--- src/rtl/wr_ctrl.sv ---
`default_nettype none
// =============================================================================
// wr_ctrl : writes one ROW x CLO row-major frame into the transpose RAM and
//           hands it to the column-order reader, blocking input until read done.
// Rev 1.0
// =============================================================================
module wr_ctrl #(
  parameter int ADDR_WIDTH = 18,
  parameter int DATA_WIDTH = 32,
  parameter int ROW        = 64,
  parameter int CLO        = 2400
) (
  input  logic                  clk,
  input  logic                  rst,
  input  logic                  s_valid,
  input  logic [DATA_WIDTH-1:0] s_data,
  input  logic                  s_sof,
  output logic                  s_ready,
  output logic                  wr_en,
  output logic [ADDR_WIDTH-1:0] wr_addr,
  output logic [DATA_WIDTH-1:0] wr_data,
  output logic                  rd_command,
  input  logic                  rd_finish,
  output logic                  frame_err,
  output logic                  busy
);

  localparam int COL_W = (CLO > 1) ? $clog2(CLO) : 1;
  localparam int ROW_W = (ROW > 1) ? $clog2(ROW) : 1;
  localparam logic [COL_W-1:0]      C_COL_LAST = COL_W'(CLO - 1);
  localparam logic [ROW_W-1:0]      C_ROW_LAST = ROW_W'(ROW - 1);
  localparam logic [ADDR_WIDTH-1:0] C_PIX_LAST = ADDR_WIDTH'(ROW * CLO - 1);

  typedef enum logic [1:0] {
    IDLE    = 2'd0,
    WRITE   = 2'd1,
    HANDOFF = 2'd2,
    WAIT_RD = 2'd3
  } state_t;

  state_t                r_state;
  logic [COL_W-1:0]      r_col;
  logic [ROW_W-1:0]      r_row;
  logic [ADDR_WIDTH-1:0] r_pix;

  logic                  w_accept;
  logic                  w_take;
  logic [COL_W-1:0]      w_col;
  logic [ROW_W-1:0]      w_row;
  logic [ADDR_WIDTH-1:0] w_pix;
  logic [COL_W-1:0]      w_col_nxt;
  logic [ROW_W-1:0]      w_row_nxt;
  logic [ADDR_WIDTH-1:0] w_pix_nxt;

  assign s_ready  = (r_state == IDLE) || (r_state == WRITE);
  assign busy     = (r_state != IDLE);
  assign w_accept = s_valid && s_ready;
  // In IDLE only a start-of-frame beat becomes a pixel; everything else is dropped.
  assign w_take   = w_accept && ((r_state == WRITE) || s_sof);

  // Index of the pixel carried by this beat: a start-of-frame always means pixel 0.
  always_comb begin
    w_col     = s_sof ? '0 : r_col;
    w_row     = s_sof ? '0 : r_row;
    w_pix     = s_sof ? '0 : r_pix;
    w_pix_nxt = w_pix + ADDR_WIDTH'(1);
    if (w_col == C_COL_LAST) begin
      w_col_nxt = '0;
      w_row_nxt = (w_row == C_ROW_LAST) ? '0 : w_row + ROW_W'(1);
    end else begin
      w_col_nxt = w_col + COL_W'(1);
      w_row_nxt = w_row;
    end
  end

  always_ff @(posedge clk or posedge rst) begin
    if (rst) begin
      r_state    <= IDLE;
      r_col      <= '0;
      r_row      <= '0;
      r_pix      <= '0;
      wr_en      <= 1'b0;
      wr_addr    <= '0;
      wr_data    <= '0;
      rd_command <= 1'b0;
      frame_err  <= 1'b0;
    end else begin
      wr_en      <= 1'b0;
      rd_command <= 1'b0;
      frame_err  <= 1'b0;
      case (r_state)
        IDLE, WRITE: begin
          if (w_take) begin
            wr_en     <= 1'b1;
            wr_addr   <= w_pix;
            wr_data   <= s_data;
            frame_err <= (r_state == WRITE) && s_sof && (r_pix != '0);
            if (w_pix == C_PIX_LAST) begin
              r_state <= HANDOFF;
            end else begin
              r_state <= WRITE;
              r_col   <= w_col_nxt;
              r_row   <= w_row_nxt;
              r_pix   <= w_pix_nxt;
            end
          end
        end
        // The last write lands this cycle, so the reader starts one cycle later.
        HANDOFF: begin
          rd_command <= 1'b1;
          r_state    <= WAIT_RD;
        end
        WAIT_RD: begin
          if (rd_finish) begin
            r_state <= IDLE;
            r_col   <= '0;
            r_row   <= '0;
            r_pix   <= '0;
          end
        end
        default: r_state <= IDLE;
      endcase
    end
  end

endmodule
`default_nettype wire
--- config.mk ---
export PLATFORM = sky130hd
export DESIGN_NAME = wr_ctrl
export DESIGN_NICKNAME = d
export VERILOG_FILES = /design/src/rtl/wr_ctrl.sv
export SDC_FILE = /design/constraint.sdc
export NUM_CORES = 1
export LEC_CHECK = 0
export CAP_MARGIN = 20
export CORE_MARGIN = 5
export CORE_UTILIZATION = 46
export DETAILED_ROUTE_END_ITERATION = 12
export PLACE_DENSITY = 0.76
export SLEW_MARGIN = 30
export SYNTH_ARGS = -nofsm -noshare
export SYNTH_HDL_FRONTEND = slang
export SYNTH_SLANG_ARGS = --single-unit
--- constraint.sdc ---
create_clock -name clk -period 2.55 [get_ports clk]
set_input_delay 0.51 -clock clk [delete_from_list [all_inputs] [get_ports clk]]
set_output_delay 0.51 -clock clk [all_outputs]
set_load 0.01 [all_outputs]
==> impl_metrics.toml <==
[timing]
tightest_slew_ns = 0.543
period_minus_slack_ns = 2.24
grt_setup_unrepaired = "no"
finClkSkew_ns = 0.00934
slew_violations = 0
slew_headroom_pct = 63.8
finalHoldViolations = 0
fin_setup_tns_ns = 0
setup_viol = 0
min_period_over_period_pct = 87.9
setup_slack_ns = 0.309
fmax_ghz = 0.446

[worst_setup_path]
end_kind = "flip-flop"
crit_path_start_kind = "input pin"
r2r_slack_ns = 0.50
path_common_cell = "o21ai_1"
cpMaxStageDelayCell = "clkdlybuf4s50_1"
crit_type = "input pin to flip-flop"
slowest_delay_ns = 0.46
required_ns = 2.81
worst-path-max-fanout = 7
arrival_ns = 2.50
crit_chain = "clkdlybuf4s50_1 -> nand2b_1 -> inv_1 -> ha_1 -> nand3_1 -> nor4_4 -> buf_4 -> a31o_2 -> o21ai_1 -> o21ai_1"
path_buf_inv = 3
cp_top_family = "buffers and inverters"

[synthesis]
yosys_warnings = 0
synth_seq_cells = 73
synthXorXnorAreaFrac_pct = 0.263
async_flop_share_pct = 100
avgSynthCellArea_sq_um = 9.11
yosysUniqueCellTypes = 52
synth_compound_area_share_pct = 12.2
yosysSeqAreaShare_pct = 54.8
synth.mux.area_fraction_pct = 0.975
synth_nets = 404
synth_edf_count = 0
synth_top_family_by_area = "simple AND/OR/NAND/NOR gates"
synthFlopType = "dfrtp_1"
yosys.area_share.simple_pct = 27.3
syn-cell-area_sq_mm = 0.00334
synth_adder_area_share_pct = 0.375
synthCells = 366

[detailed_routing]
drc = 0
wire_per_inst_um = 15.5
vias = 2986
wl_um = 8830
dr.pass1.iters = 5
postRouteAntennaNets = 0
drtIter0Drc = 168
viasPerCell = 5.25

[clock_network]
cts.clk_slew.worst_paths_ns = 0.08
root_buffer = "clkbuf_8"
clk_latency_ns = 0.34
clock_path_buffers = 2
cts.sinks = 73
post_cts_resized = 0
cts_max_level = 3
cts-buffers-inserted = 9
cts_tree = "done"

[layout]
syn_to_final_growth_pct = 39.2
final_common_cell = "nand2_1"
design_area_sq_mm = 0.00464
mostFrequentLayoutCells = "nand2_1, clkdlybuf4s50_1, dfrtp_1"
nNetsFinal = 503
drive_gt1_share_pct = 10.0
n_antenna_cell = 0

[pwr]
intPower_uw = 2000
p_per_area_mw_per_mm2 = 575
p_clk_share_pct = 38.2
switching_share_pct = 24.8
sequentialPowerShare_pct = 47.3
net-switching-power_uw = 662
vdd_ir_drop_max_mv = 0.256
power_frac_comb_pct = 14.5
power_leakage_uw = 0.00214
power_uw = 2670

[floorplan]
dieArea_sq_mm = 0.00905
start_util_pct = 46.7
rows = 31
die_y_um = 95.2
ios = 92
die_width_um = 95.2
coreArea_sq_mm = 0.00714

[run_status]
status = "complete, no violations"

[global_routing]
grt_max_degree = 59
globalRoute.totalOverflow = 0
grt_pass1_wl_um = 14200
grt_pass1_vias = 2885
antenna_found_initial = 0
track_usage_pct = 20.3

[worst_hold_path]
hold_path_class = "input pin to async pin"

[job]
max_cap_violations = 0

[placed_design]
dp.final_hpwl_um = 6510
post-place-ws_ns = -0.0982
gp_congestion = 0.938
port_buffers = 91
place_area_sq_mm = 0.00442
==> layer usage <==
| metal | vias to the layer above | part of all wire (%) | track usage [%] |
|---|---|---|---|
| met5 | - | 0 | 0 |
| met4 | 0 | 1.3 | 8.17 |
| met3 | 13 | 10 | 3.39 |
| met2 | 139 | 46 | 31.9 |
| met1 | 1400 | 43 | 28.1 |
| li1 | 1434 | - | - |
==> synth_stat cells, types with 3 or more instances <==
library cell / number / share of area (%)
nand2_1: 133 / 15
nand4_1: 3 / 0.56
a21oi_1: 6 / 0.90
nor4_1: 5 / 0.94
a31oi_1: 5 / 0.94
o21ai_1: 27 / 4.1
nor2_1: 9 / 1.0
nand3_1: 11 / 1.7
o31ai_1: 5 / 1.1
clkbuf_1: 9 / 1.0
dfrtp_1: 73 / 55
inv_1: 5 / 0.56
buf_2: 9 / 1.4
a41oi_1: 3 / 0.79
nand2b_1: 13 / 2.4
o211ai_1: 5 / 1.1
==> worst reg2reg max path, stage by stage, from the launching register on <==
cell	delay, ns
dfrtp_1	0.47
nor2b_1	0.22
ha_1	0.19
nand3_1	0.15
nor4_4	0.28
buf_4	0.20
a31o_2	0.27
o21ai_1	0.10
o21ai_1	0.10
==> path summary, 6_finish.rpt <==
| path | start | end | cells past startpoint |
|---|---|---|---|
| setup / recovery | s_sof | r_pix[5] | 10 |
| hold / removal | rst | wr_data[4] | 2 |
| setup reg to reg | r_pix[1] | r_pix[5] | 8 |
| hold reg to reg | wr_data[11] | wr_data[11] | 2 |
| max in group asynchronous | rst | wr_data[28] | 3 |
| min in group clk | wr_data[11] | wr_data[11] | 2 |
==> power by group through the flow <==
stage | Sequential (uW) | Combinational [uW] | Clock, uW
after floorplan | 1300 | 144 | 0
after global placement | 1280 | 383 | 0
after detailed placement | 1280 | 392 | 0
after CTS | 1260 | 393 | 1040
after global routing | 1270 | 425 | 1080
final | 1260 | 387 | 1020
==> cell type report <==
cell class	count	area, sq um
tap	99	124
timing repair buffer	110	1070
inverter	6	22.5
clock inverter	6	87.6
multi-input combinational	265	1380
sequential	73	1830
clock buffer	10	138
fill	602	2490
==> flip-flops by register name (all words and copies together) (netlist names) <==
register,cells
frame_err,1
wr_data,32
r_pix,18
r_state,2
wr_addr,18
wr_en,1
rd_command,1
==> repair_timing <==
item,4_1_cts,5_1_grt
hold buffers,0,0
endpoints found under the hold margin,0,0
endpoints found under the setup margin,0,1
setup buffers,0,0
==> per-stage QoR <==
stage,cells,hold slack (ns),util (%)
3_5_place_dp,553,0.462,61.9
3_3_place_gp,553,0.452,61.9
5_1_grt,569,0.374,65.0
4_1_cts,569,0.368,65.0
6_report,569,0.373,65.0
2_1_floorplan,366,0.477,-
==> logic make-up (layout without fill, tap and decap cells) <==
kind of cell	count (synthesis)	count (layout)
mux	3	3
buf+inv	28	132
fa+ha+maj	1	1
simple gates	196	196
xor+xnor	1	1
flops	73	73
compound gates	64	64
No activity file was read; power rests on OpenSTA's default activity.
